## src/rtl/crypt_result_buf_if.sv

```systemverilog
// rtl/crypt_result_buf_if.sv - write/read handshake bundle for crypt_result_buf.
// Optional C_par exists only with CRYPT_RESULT_PARITY_EN.
interface crypt_result_buf_if #(
  parameter int WIDTH = 4,
  parameter int DEPTH = 4
);
  logic                           ena;
  logic                           load;
  logic [WIDTH-1:0]               R_i;
  logic                           clear;
  logic                           C_ready;
  logic [WIDTH-1:0]               C_ex;
  logic                           C_valid;
  logic [$clog2(DEPTH+1)-1:0]     count;
  logic                           full;
  logic                           empty;
  logic                           ovf;
`ifdef CRYPT_RESULT_PARITY_EN
  logic                           C_par;
`endif

  modport master (
    output ena, load, R_i, clear, C_ready,
    input  C_ex, C_valid, count, full, empty, ovf
`ifdef CRYPT_RESULT_PARITY_EN
    , input C_par
`endif
  );

  modport slave (
    input  ena, load, R_i, clear, C_ready,
    output C_ex, C_valid, count, full, empty, ovf
`ifdef CRYPT_RESULT_PARITY_EN
    , output C_par
`endif
  );
endinterface

```

## src/rtl/crypt_result_buf.sv

```systemverilog
// rtl/crypt_result_buf.sv - FIFO buffer for crypt core ciphertext words with sticky overflow.
// Optional per-word parity output C_par is enabled by defining CRYPT_RESULT_PARITY_EN.
module crypt_result_buf #(
  parameter int WIDTH = 4,
  parameter int DEPTH = 4
) (
  input  logic                clk,
  input  logic                rst,
  crypt_result_buf_if.slave   bus
);
  localparam int PW = (DEPTH > 1) ? $clog2(DEPTH) : 1;
  localparam int CW = $clog2(DEPTH + 1);

  logic [WIDTH-1:0] mem [DEPTH];
  logic [PW-1:0]    wptr;
  logic [PW-1:0]    rptr;
  logic [CW-1:0]    count_q;
  logic             ovf_q;
  logic             full_w;
  logic             empty_w;
  logic             push;
  logic             pop;
  logic             drop;

  assign full_w  = (count_q == CW'(DEPTH));
  assign empty_w = (count_q == '0);

  // A full buffer still accepts a write when the head leaves in the same cycle.
  assign pop  = !empty_w && bus.C_ready && !bus.clear;
  assign push = bus.ena && bus.load && !bus.clear && (!full_w || pop);
  assign drop = bus.ena && bus.load && !bus.clear && !push;

  always_ff @(posedge clk or posedge rst) begin
    if (rst) begin
      wptr    <= '0;
      rptr    <= '0;
      count_q <= '0;
      ovf_q   <= 1'b0;
    end else if (bus.clear) begin
      wptr    <= '0;
      rptr    <= '0;
      count_q <= '0;
      ovf_q   <= 1'b0;
    end else begin
      if (push) wptr <= wptr + PW'(1);
      if (pop)  rptr <= rptr + PW'(1);
      count_q <= count_q + CW'(push) - CW'(pop);
      if (drop) ovf_q <= 1'b1;
    end
  end

  // Storage is deliberately unreset; C_ex is masked while empty instead.
  always_ff @(posedge clk) begin
    if (push) mem[wptr] <= bus.R_i;
  end

  assign bus.C_ex    = empty_w ? '0 : mem[rptr];
  assign bus.C_valid = !empty_w;
  assign bus.count   = count_q;
  assign bus.full    = full_w;
  assign bus.empty   = empty_w;
  assign bus.ovf     = ovf_q;

`ifdef CRYPT_RESULT_PARITY_EN
  logic par_mem [DEPTH];

  always_ff @(posedge clk) begin
    if (push) par_mem[wptr] <= ^bus.R_i;
  end

  assign bus.C_par = empty_w ? 1'b0 : par_mem[rptr];
`endif
endmodule

```

## src/flat_wrapper.sv

```systemverilog
// flat-port wrapper written by rule: the top's interface ports become plain ports
module crypt_result_buf_flat 
#(
  parameter int WIDTH = 4,
  parameter int DEPTH = 4
)
  (clk, rst, bus_ena, bus_load, bus_R_i, bus_clear, bus_C_ready, bus_C_ex, bus_C_valid, bus_count, bus_full, bus_empty, bus_ovf);
  crypt_result_buf_if #(.WIDTH(WIDTH), .DEPTH(DEPTH)) bus_i ();
  input  logic clk;
  input  logic rst;
  input wire logic [$bits(bus_i.ena)-1:0] bus_ena;
  input wire logic [$bits(bus_i.load)-1:0] bus_load;
  input wire logic [$bits(bus_i.R_i)-1:0] bus_R_i;
  input wire logic [$bits(bus_i.clear)-1:0] bus_clear;
  input wire logic [$bits(bus_i.C_ready)-1:0] bus_C_ready;
  output wire logic [$bits(bus_i.C_ex)-1:0] bus_C_ex;
  output wire logic [$bits(bus_i.C_valid)-1:0] bus_C_valid;
  output wire logic [$bits(bus_i.count)-1:0] bus_count;
  output wire logic [$bits(bus_i.full)-1:0] bus_full;
  output wire logic [$bits(bus_i.empty)-1:0] bus_empty;
  output wire logic [$bits(bus_i.ovf)-1:0] bus_ovf;
  assign bus_i.ena = bus_ena;
  assign bus_i.load = bus_load;
  assign bus_i.R_i = bus_R_i;
  assign bus_i.clear = bus_clear;
  assign bus_i.C_ready = bus_C_ready;
  assign bus_C_ex = bus_i.C_ex;
  assign bus_C_valid = bus_i.C_valid;
  assign bus_count = bus_i.count;
  assign bus_full = bus_i.full;
  assign bus_empty = bus_i.empty;
  assign bus_ovf = bus_i.ovf;
  crypt_result_buf #(.WIDTH(WIDTH), .DEPTH(DEPTH)) u_core (.clk(clk), .rst(rst), .bus(bus_i));
endmodule
```

## config.mk

```make
export PLATFORM = sky130hd
export DESIGN_NAME = crypt_result_buf_flat
export DESIGN_NICKNAME = d
export VERILOG_FILES = /design/src/rtl/crypt_result_buf_if.sv /design/src/rtl/crypt_result_buf.sv /design/src/flat_wrapper.sv
export SDC_FILE = /design/constraint.sdc
export NUM_CORES = 1
export LEC_CHECK = 0
export ABC_AREA = 1
export CORE_MARGIN = 1
export CORE_UTILIZATION = 40
export DETAILED_ROUTE_END_ITERATION = 10
export PLACE_DENSITY = 0.72
export SYNTH_ARGS = -nofsm -noshare
export SYNTH_HDL_FRONTEND = slang
export SYNTH_SLANG_ARGS = --single-unit
```

## constraint.sdc

```tcl
create_clock -name clk -period 5.41 [get_ports clk]
set_clock_uncertainty 0.15 [all_clocks]
set_input_delay 0.8115 -clock clk [delete_from_list [all_inputs] [get_ports clk]]
set_output_delay 0.8115 -clock clk [all_outputs]
set_load 0.02 [all_outputs]
```

* Word-level counts from Yosys, hierarchy flattened *
Memories as Yosys holds them, arrays and structs flattened.
Cells that the tools add are included.

operators by class
  equal/unequal tests = 1
  muxes and demuxes = 10
  reductions and logical operators = 15
  $add $sub $neg = 4

operators by type and width
  kind                   number
  $mux W2                4
  $logic_and A1 B1 Y1    6
  $reduce_bool A2 Y1     3
  $add A2 B1 Y2 const B  2
  $logic_not A1 Y1       4
  $mux W1                4
  $mux W4                1
  $add A3 B1 Y3          1
  $eq A3 B3 Y1 const B   1
  $logic_not A3 Y1       1
  $mux W3                1
  $sub A3 B1 Y3          1
  $logic_or A1 B1 Y1     1

word-level totals
  memories kept = 1
  output and inout bits = 11
  input bits = 10
  logic and storage cells = 35
  register bits after elaboration = 8
  memory bits (writable) = 16

memory list
  name        depth  width  rd ports  clocked after Yosys merged registers in  wr ports  RTL line                text
  u_core.mem  4      4      1         0                                        1         crypt_result_buf.sv:14  logic [WIDTH-1:0] mem [DEPTH];

* Depth between registers and ports, before layout *
Gate-level depths: netlist of the first run.

  word-level depth = 10
  mapped depth = 11
  depth with buffers taken out = 11

* Least setup slack after synthesis of the first run *
No wires, ideal clock.

  path kind = register to register
  start point = register u_core.count_q[1], in the netlist u_core.bus.count[1]
  end point = register u_core.count_q[2], in the netlist u_core.bus.count[2]
  buffers on the path = 0
  cell stages (with the launch flop) = 12
  period minus slack after synthesis = 2.297 ns
  setup time = 0.086 ns
  setup slack = 3.113 ns
  required time = 5.174 ns
  arrival time = 2.061 ns
  cell sequence = dfrtp_1 -> nor2_2 -> nand2_2 -> nand2_2 -> nor2_1 -> ha_1 -> inv_1 -> ha_1 -> inv_1 -> fa_1 -> and3_1 -> nor3_1

between the ends
  word-level cells in the longest chain between the ends = 9
  elaborated cells between the ends (all ways) = 11
  classes of those cells = add/sub (2); eq/ne (1); mux (1); reduce/logical (7)

RTL lines
  element                                RTL line                text
  start, declared                        crypt_result_buf.sv:17  logic [CW-1:0] count_q;
  start signal, assigned                 crypt_result_buf.sv:47  count_q <= count_q + CW'(push) - CW'(pop);
  $logic_not A3 Y1 (*)                   crypt_result_buf.sv:26  assign empty_w = (count_q == '0);
  $logic_not A1 Y1 (*)                   -
  via bus_C_valid                        flat_wrapper.sv:17      output wire logic [$bits(bus_i.C_valid)-1:0] bus_C_valid;
  $logic_and A1 B1 Y1 (*) (2 in series)  crypt_result_buf.sv:29  assign pop = !empty_w && bus.C_ready && !bus.clear;
  $logic_or A1 B1 Y1                     crypt_result_buf.sv:30  assign push = bus.ena && bus.load && !bus.clear && (!full_w || pop);
  $logic_and A1 B1 Y1                    crypt_result_buf.sv:30
  $add A3 B1 Y3                          crypt_result_buf.sv:47
  $sub A3 B1 Y3 (*)                      crypt_result_buf.sv:47
  $mux W3 (*)                            crypt_result_buf.sv:39  end else if (bus.clear) begin

The timed path passes the listed nets; every way through them passes the cells marked *.
A chain may end at the register's enable or synchronous reset.

* Worst setup path in the final report of the first run *
  start point = register u_core.rptr[0]
  end point = output bus_C_ex[3]

between the ends
  word-level cells in the longest chain between the ends = 2

RTL lines
  element                 RTL line                text
  start, declared         crypt_result_buf.sv:16  logic [PW-1:0] rptr;
  start signal, assigned  crypt_result_buf.sv:46  if (pop) rptr <= rptr + PW'(1);
  $mem_v2 Z4 W4           -
  $mux W4                 crypt_result_buf.sv:57  assign bus.C_ex = empty_w ? '0 : mem[rptr];
  end, declared           flat_wrapper.sv:16      output wire logic [$bits(bus_i.C_ex)-1:0] bus_C_ex;

Every way passes these cells.

==> results.rst, run 1 <==
.. list-table::
   :header-rows: 1

   * - Metric
     - Value
   * - Status
     - finished, final reports clean
   * - Area growth syn-to-layout
     - 23.0%
   * - Full die area
     - 3140 sq um
   * - Arrival time worst endpoint
     - 1.95 ns
   * - Clock tree from TritonCTS
     - built
   * - Number of buffers added on ports
     - 20
   * - Worst-margin pin slew
     - 0.436 ns
   * - Type of the tightest min-delay check
     - reg -> reg
   * - Req. time, crit path
     - 4.45 ns
   * - First-pass GRT wire length
     - 3.58 mm
   * - Wire length reported by the detailed router
     - 2.11 mm
   * - Count of flip-flops with a built-in enable after synthesis
     - 16
   * - Max rail drop VDD
     - 290 uV
   * - Min Clock Period, post-route
     - 2.91 ns
   * - Final antenna diode count
     - 0
   * - Largest net degree at the start of global routing
     - 15
   * - Top post-synthesis cells by area
     - sky130_fd_sc_hd__edfxtp_1, sky130_fd_sc_hd__dfrtp_1, sky130_fd_sc_hd__nor2_1
   * - Die Height
     - 56.0 microns
   * - Number of instances in the synthesized netlist
     - 113
   * - Worst Path Class, Setup
     - reg -> out
   * - Critical path capture point type
     - primary output
   * - Most repeated cell in the gate-level netlist after synthesis
     - sky130_fd_sc_hd__nor2_1
   * - Tot GR Track Use
     - 15.2%
   * - Post-Synthesis Mean Instance Area
     - 10.3 sq um
   * - Number of buffers created by CTS
     - 3
   * - Post-route fraction of the period consumed by the critical path
     - 53.9%
   * - Total gr overflow
     - 0
   * - Post-synthesis simple-gate area fraction
     - 16.8%
   * - H-tree level count
     - 1
   * - Upper clock frequency limit
     - 0.343 GHz
   * - Summed negative setup slack over all endpoints
     - 0 ns
   * - Yosys top cell area share
     - 41.2%
   * - Worst Hold Margin
     - 0.363 ns
   * - Core Region
     - 2760 sq um
   * - Overall die width
     - 56.0 microns
   * - Syn_nets
     - 130
   * - M1 wire length
     - 890 microns
   * - Main combinational cell family by area after synthesis
     - simple AND/OR/NAND/NOR gates
   * - Adder-Cell Fraction of Synth Area
     - 8.15%
   * - Wire length per cell
     - 12.7 microns
   * - Highest routed metal layer
     - met4
   * - Biggest fanout along the worst timing path
     - 12
   * - Max-cap violations
     - 0
   * - Share of cells above drive strength 1
     - 11.9%
   * - Number of cells in the finished layout apart from fillers
     - 166
   * - Clock root buffer
     - sky130_fd_sc_hd__clkbuf_4
   * - Synthesis-stage register bit count
     - 24
   * - Startpoint Class
     - register
   * - Number of warnings reported in the yosys synthesis log
     - 0
   * - Number of buffers inserted for hold repair after clock tree synthesis
     - 0
   * - Top-Level Pins
     - 21
   * - Final setup violation count
     - 0
   * - Most frequent cells after synthesis
     - sky130_fd_sc_hd__nor2_1, sky130_fd_sc_hd__edfxtp_1, sky130_fd_sc_hd__inv_1
   * - RSZ-0062 raised after global routing
     - false
   * - Fraction of synthesized area in multiplexers
     - 0%
   * - Maximum number of buffers from clock root to sink
     - 2
   * - Share of synthesized area occupied by flip-flops and latches
     - 58.3%
   * - Met2 wire len
     - 1.11 mm
   * - Antenna violations before repair
     - 0
   * - Fraction of synthesized cell area in xor and xnor cells
     - 0%
   * - Met3 layer wire length in the routed design
     - 63 microns
   * - Post-Syn Area
     - 1170 sq um
   * - Number of distinct library cell variants in the gate-level netlist after synthesis
     - 22
   * - Clock-pin slew of the registers on the worst-case setup and hold paths
     - 0.13 ns
   * - Iter 0 DRT Violations
     - 12
   * - Worst slew margin relative to its limit
     - 70.8%
   * - Final Max Slew Viols
     - 0
   * - Area fraction in compound gates after synthesis
     - 8.68%
   * - Dpl cells
     - 162
   * - Last weighted congestion value of the routability-driven placer
     - 0.819
   * - Final HPWL DP
     - 1.58 mm
   * - Dominant register cell in the synthesized netlist
     - sky130_fd_sc_hd__edfxtp_1
   * - Setup Fix Bufs, Post-CTS
     - 0
   * - Via Count
     - 819
   * - Static Leakage
     - 0.595 nW
   * - Post-layout nets
     - 153
   * - Per-cell via count in the routed design
     - 4.93
   * - Fraction of synthesis flops using an asynchronous set or reset pin
     - 33.3%
   * - Power per cell area
     - 440 nW/um^2
   * - Count of nets left with antenna violations after detail routing
     - 0
   * - Starting Density
     - 42.3%
   * - Post-detailed-route DRC marker count
     - 0
   * - TritonRoute pass-1 iters
     - 4
   * - Worst skew pair latency
     - 0.31 ns
   * - Count of instances resized after the clock tree is built
     - 0
   * - Number of global-route vias before repair
     - 805
   * - Number of clock sinks seen by CTS
     - 24
   * - Core Rows
     - 19
   * - Final hold vios
     - 0
   * - Largest area contributor in the synthesized netlist
     - sky130_fd_sc_hd__edfxtp_1
flip-flops by register name, indices dropped and copies added (netlist names):
name	count
u_core.bus.count	3
u_core.rptr	2
u_core.wptr	2
u_core.mem	16
u_core.bus.ovf	1
logic make-up after synthesis:
kind of cell	after synthesis
fa+ha+maj	7
simple gates	43
compound gates	18
buf+inv	21
flops	24
final cells by class:
class / count / area, sq um
clock buffers: 3 / 22.5
clock inverters: 1 / 30.0
fillers: 236 / 1320
inverters: 19 / 71.3
multi-input cells: 68 / 393
flip-flops and latches: 24 / 681
well taps: 31 / 38.8
repair buffers: 20 / 200
metrics by stage:
step	util (%)	area [sq um]	total power [W]	setup WS, ns
5_1_grt	52.1	1440	0.000669	2.38
6_report	52.1	1440	0.000632	2.50
3_3_place_gp	50.2	1380	0.000500	2.54
2_1_floorplan	-	1170	0.000398	3.11
4_1_cts	52.1	1440	0.000636	2.48
3_5_place_dp	50.2	1380	0.000505	2.37
worst paths after layout:
kind / slack (ns) / cells past startpoint / endpoint / start
setup / recovery: 2.50 / 4 / bus_C_ex[3] / u_core.rptr[0]$_DFFE_PP0P_
hold / removal: 0.36 / 2 / u_core.bus.ovf$_DFFE_PP0P_ / u_core.bus.ovf$_DFFE_PP0P_
setup reg to reg: 2.97 / 11 / u_core.bus.count[2]$_DFF_PP0_ / u_core.bus.count[1]$_DFF_PP0_
hold reg to reg: 0.36 / 2 / u_core.bus.ovf$_DFFE_PP0P_ / u_core.bus.ovf$_DFFE_PP0P_
max in group asynchronous: 4.31 / 2 / u_core.rptr[1]$_DFFE_PP0P_ / rst
min in group asynchronous: 0.57 / 2 / u_core.rptr[0]$_DFFE_PP0P_ / rst
placed cells by master (no fill, tap or decap):
cell type	count
sky130_fd_sc_hd__clkdlybuf4s50_1	20
sky130_fd_sc_hd__o211ai_2	1
sky130_fd_sc_hd__inv_2	5
sky130_fd_sc_hd__o21ai_1	3
sky130_fd_sc_hd__inv_1	14
sky130_fd_sc_hd__o21ai_2	1
sky130_fd_sc_hd__nand3_2	1
sky130_fd_sc_hd__fa_1	1
sky130_fd_sc_hd__nand3_1	4
sky130_fd_sc_hd__nor2_1	24
sky130_fd_sc_hd__or2_1	1
sky130_fd_sc_hd__nand2_4	1
sky130_fd_sc_hd__nor3_1	3
sky130_fd_sc_hd__and3_1	1
sky130_fd_sc_hd__dfrtp_1	8
sky130_fd_sc_hd__o21ai_0	7
sky130_fd_sc_hd__bufinv_16	1
sky130_fd_sc_hd__nor2_2	1
sky130_fd_sc_hd__nand2_2	2
sky130_fd_sc_hd__edfxtp_1	16
sky130_fd_sc_hd__a21oi_1	6
sky130_fd_sc_hd__nand2_1	5
sky130_fd_sc_hd__clkbuf_4	3
sky130_fd_sc_hd__ha_1	6
per-layer routing:
layer / global-route usage, % / vias up
met5: 0 / -
met4: 9.76 / 0
met3: 2.56 / 6
met2: 24.8 / 12
met1: 18.4 / 383
li1: - / 418
critical path: stages (launching register included):
cell and delay [ns]:
sky130_fd_sc_hd__dfrtp_1 0.51, sky130_fd_sc_hd__inv_2 0.22, sky130_fd_sc_hd__o21ai_0 0.13, sky130_fd_sc_hd__a21oi_1 0.16
sky130_fd_sc_hd__clkdlybuf4s50_1 0.61
where the power goes:
part | internal (W) | switching, W
Sequential | 0.000212 | 0.0000234
Clock | 0.0000749 | 0.0000546
Combinational | 0.000114 | 0.000153
No activity file was read; power rests on OpenSTA's default activity.
==> run 2: changes to the inputs <==
Settings changed: PLACE_DENSITY 0.72 to 0.74.
Clock period 5.41 ns to 2.58 ns, I/O delays scaled along.
==> run 2 against run 1 <==
Against the previous run: hold slack lost 0.21 ns; combinational power rose by 110%; register-to-register slack got worse by 2.7 ns; clock power grew 110%; non-clock buffer count grew 2.
==> results.rst, run 2 (same netlist as run 1, synthesis figures left out) <==
.. list-table::
   :header-rows: 1

   * - Metric
     - Value
   * - # fillers
     - 237 (was 236)
   * - Max rail drop VDD
     - 423 uV (was 290 uV)
   * - Clock-pin slew of the registers on the worst-case setup and hold paths
     - 0.13 ns (about the same)
   * - Largest net degree at the start of global routing
     - 15 (unchanged)
   * - First-pass GRT wire length
     - 3.28 mm (was 3.58 mm)
   * - Worst slew margin relative to its limit
     - 72.5% (was 70.8%)
   * - Upper clock frequency limit
     - 0.407 GHz
   * - Number of buffers added on ports
     - 20 (unchanged)
   * - Number of clock sinks seen by CTS
     - 24 (unchanged)
   * - Count of nets left with antenna violations after detail routing
     - 0 (unchanged)
   * - Via Count
     - 817 (was 819)
   * - Starting Density
     - 42.3% (unchanged)
   * - Area growth syn-to-layout
     - 24.3% (was 23.0%)
   * - Critical path capture point type
     - primary output (unchanged)
   * - Overall die width
     - 56.0 microns (unchanged)
   * - Status
     - finished, final reports clean (unchanged)
   * - Final Max Slew Viols
     - 0 (unchanged)
   * - Family with the most delay on the worst path
     - buffers and inverters (unchanged)
   * - Total gr overflow
     - 0 (unchanged)
   * - Buf/Inv on CP
     - 2 (unchanged)
   * - Wire length reported by the detailed router
     - 1.99 mm (was 2.11 mm)
   * - Power per cell area
     - 900 nW/um^2 (was 440 nW/um^2)
   * - Static Leakage
     - 0.604 nW (was 0.595 nW)
   * - Final core area utilization
     - 52.6% (was 52.1%)
   * - Dpl cells
     - 164 (was 162)
   * - TritonRoute pass-1 iters
     - 4 (unchanged)
   * - Count of instances resized after the clock tree is built
     - 0 (unchanged)
   * - Summed negative setup slack over all endpoints
     - 0 ns (unchanged)
   * - Worst-margin pin slew
     - 0.411 ns (was 0.436 ns)
   * - Core Region
     - 2760 sq um (unchanged)
   * - Post-route fraction of the period consumed by the critical path
     - 95.3%
   * - Share of cells above drive strength 1
     - 13.1% (was 11.9%)
   * - Final antenna diode count
     - 0 (unchanged)
   * - Number of buffers inserted for hold repair after clock tree synthesis
     - 0 (unchanged)
   * - Final setup violation count
     - 0 (unchanged)
   * - Setup Fix Bufs, Post-CTS
     - 0 (unchanged)
   * - Startpoint Class
     - register (unchanged)
   * - Antenna violations before repair
     - 0 (unchanged)
   * - Last weighted congestion value of the routability-driven placer
     - 0.737 (was 0.819)
   * - Full die area
     - 3140 sq um (unchanged)
   * - Final HPWL DP
     - 1.55 mm (was 1.58 mm)
   * - Req. time, crit path
     - 2.04 ns (was 4.45 ns)
   * - Number of cells in the finished layout apart from fillers
     - 168 (was 166)
   * - Top-Level Pins
     - 21 (unchanged)
   * - Max-cap violations
     - 0 (unchanged)
   * - Biggest fanout along the worst timing path
     - 12 (unchanged)
   * - CP peak stage delay
     - 0.63 ns (was 0.61 ns)
   * - Number of global-route vias before repair
     - 756 (was 805)
   * - Die Height
     - 56.0 microns (unchanged)
   * - Number of buffers created by CTS
     - 3 (unchanged)
   * - Max FFs per register
     - 16 (unchanged)
   * - Clock root buffer
     - sky130_fd_sc_hd__clkbuf_4 (unchanged)
   * - H-tree level count
     - 1 (unchanged)
   * - Crit-path slowest cell
     - sky130_fd_sc_hd__clkdlybuf4s50_1 (unchanged)
   * - RSZ-0062 raised after global routing
     - false (unchanged)
   * - Post-layout nets
     - 155 (was 153)
   * - Most common library cell in the layout ignoring fill and taps
     - sky130_fd_sc_hd__nor2_1 (unchanged)
   * - Type of the tightest min-delay check
     - in -> async (was reg -> reg)
   * - Most frequent cells in the layout
     - sky130_fd_sc_hd__nor2_1, sky130_fd_sc_hd__clkdlybuf4s50_1, sky130_fd_sc_hd__edfxtp_1 (unchanged)
   * - Clock tree from TritonCTS
     - built (unchanged)
   * - Per-cell via count in the routed design
     - 4.86 (was 4.93)
   * - Min Clock Period, post-route
     - 2.46 ns
   * - Iter 0 DRT Violations
     - 27 (was 12)
   * - Post-detailed-route DRC marker count
     - 0 (unchanged)
   * - Tot GR Track Use
     - 13.7% (was 15.2%)
   * - Core Rows
     - 19 (unchanged)
   * - Arrival time worst endpoint
     - 1.92 ns (was 1.95 ns)
   * - Maximum number of buffers from clock root to sink
     - 2 (unchanged)
   * - Total Power
     - 0.00131 W (was 0.000632 W)
   * - Worst Path Class, Setup
     - reg -> out (unchanged)
   * - Wire length per cell
     - 11.8 microns (was 12.7 microns)
   * - Most flop-heavy register
     - u_core.mem (unchanged)
   * - Final hold vios
     - 0 (unchanged)
   * - Worst skew pair latency
     - 0.30 ns (was 0.31 ns)
   * - Cell chain of the critical path
     - inv_2 -> o21ai_0 -> a21oi_1 -> clkdlybuf4s50_1 (unchanged)
run 2: cell count changes in the layout (fill, tap and decap cells not counted):
cell	before	now
sky130_fd_sc_hd__buf_4	0	2
run 2: layout make-up:
| cell class | instances | area (sq um) | area share [%] |
|---|---|---|---|
| Sequential cell | 24 | 681 | 46.9 |
| Multi-Input combinational cell | 68 | 393 | 27.1 |
| Timing Repair Buffer | 22 | 215 | 14.8 |
| Inverter | 19 | 71.3 | 4.91 |
| Tap cell | 31 | 38.8 | 2.67 |
| Clock inverter | 1 | 30.0 | 2.07 |
| Clock buffer | 3 | 22.5 | 1.55 |
run 2: power by group:
part | switching [W] | internal (W)
clock | 0.000109 | 0.000157
combinational | 0.000307 | 0.000241
sequential | 0.0000487 | 0.000444
run 2: worst paths after layout:
kind	startpoint	endpoint	slack, ns	cells after the start
min	rst	u_core.bus.count[0]$_DFF_PP0_	0.16	2
max in group asynchronous	rst	u_core.rptr[1]$_DFFE_PP0P_	1.89	2
min reg2reg	u_core.bus.ovf$_DFFE_PP0P_	u_core.bus.ovf$_DFFE_PP0P_	0.36	2
max reg2reg	u_core.bus.count[1]$_DFF_PP0_	u_core.bus.count[2]$_DFF_PP0_	0.28	11
max	u_core.rptr[0]$_DFFE_PP0P_	bus_C_ex[1]	0.12	4
min in group clk	u_core.bus.ovf$_DFFE_PP0P_	u_core.bus.ovf$_DFFE_PP0P_	0.36	2
run 2: layer usage:
metal,vias up,share of wire [%],GRT usage (%)
li1,418,-,-
met1,388,44,17.4
met2,9,53,23.1
met3,2,1.9,2.79
met4,0,0.60,5.23
met5,-,0,0
run 2: metrics by stage:
stage | setup WS (ns) | area (sq um) | hold slack [ns]
2_1_floorplan | 0.283 | 1170 | 0.0527
3_3_place_gp | 0.142 | 1400 | 0.338
3_5_place_dp | 0.0642 | 1400 | 0.344
4_1_cts | 0.105 | 1450 | 0.158
5_1_grt | 0.0135 | 1450 | 0.190
6_report | 0.120 | 1450 | 0.156
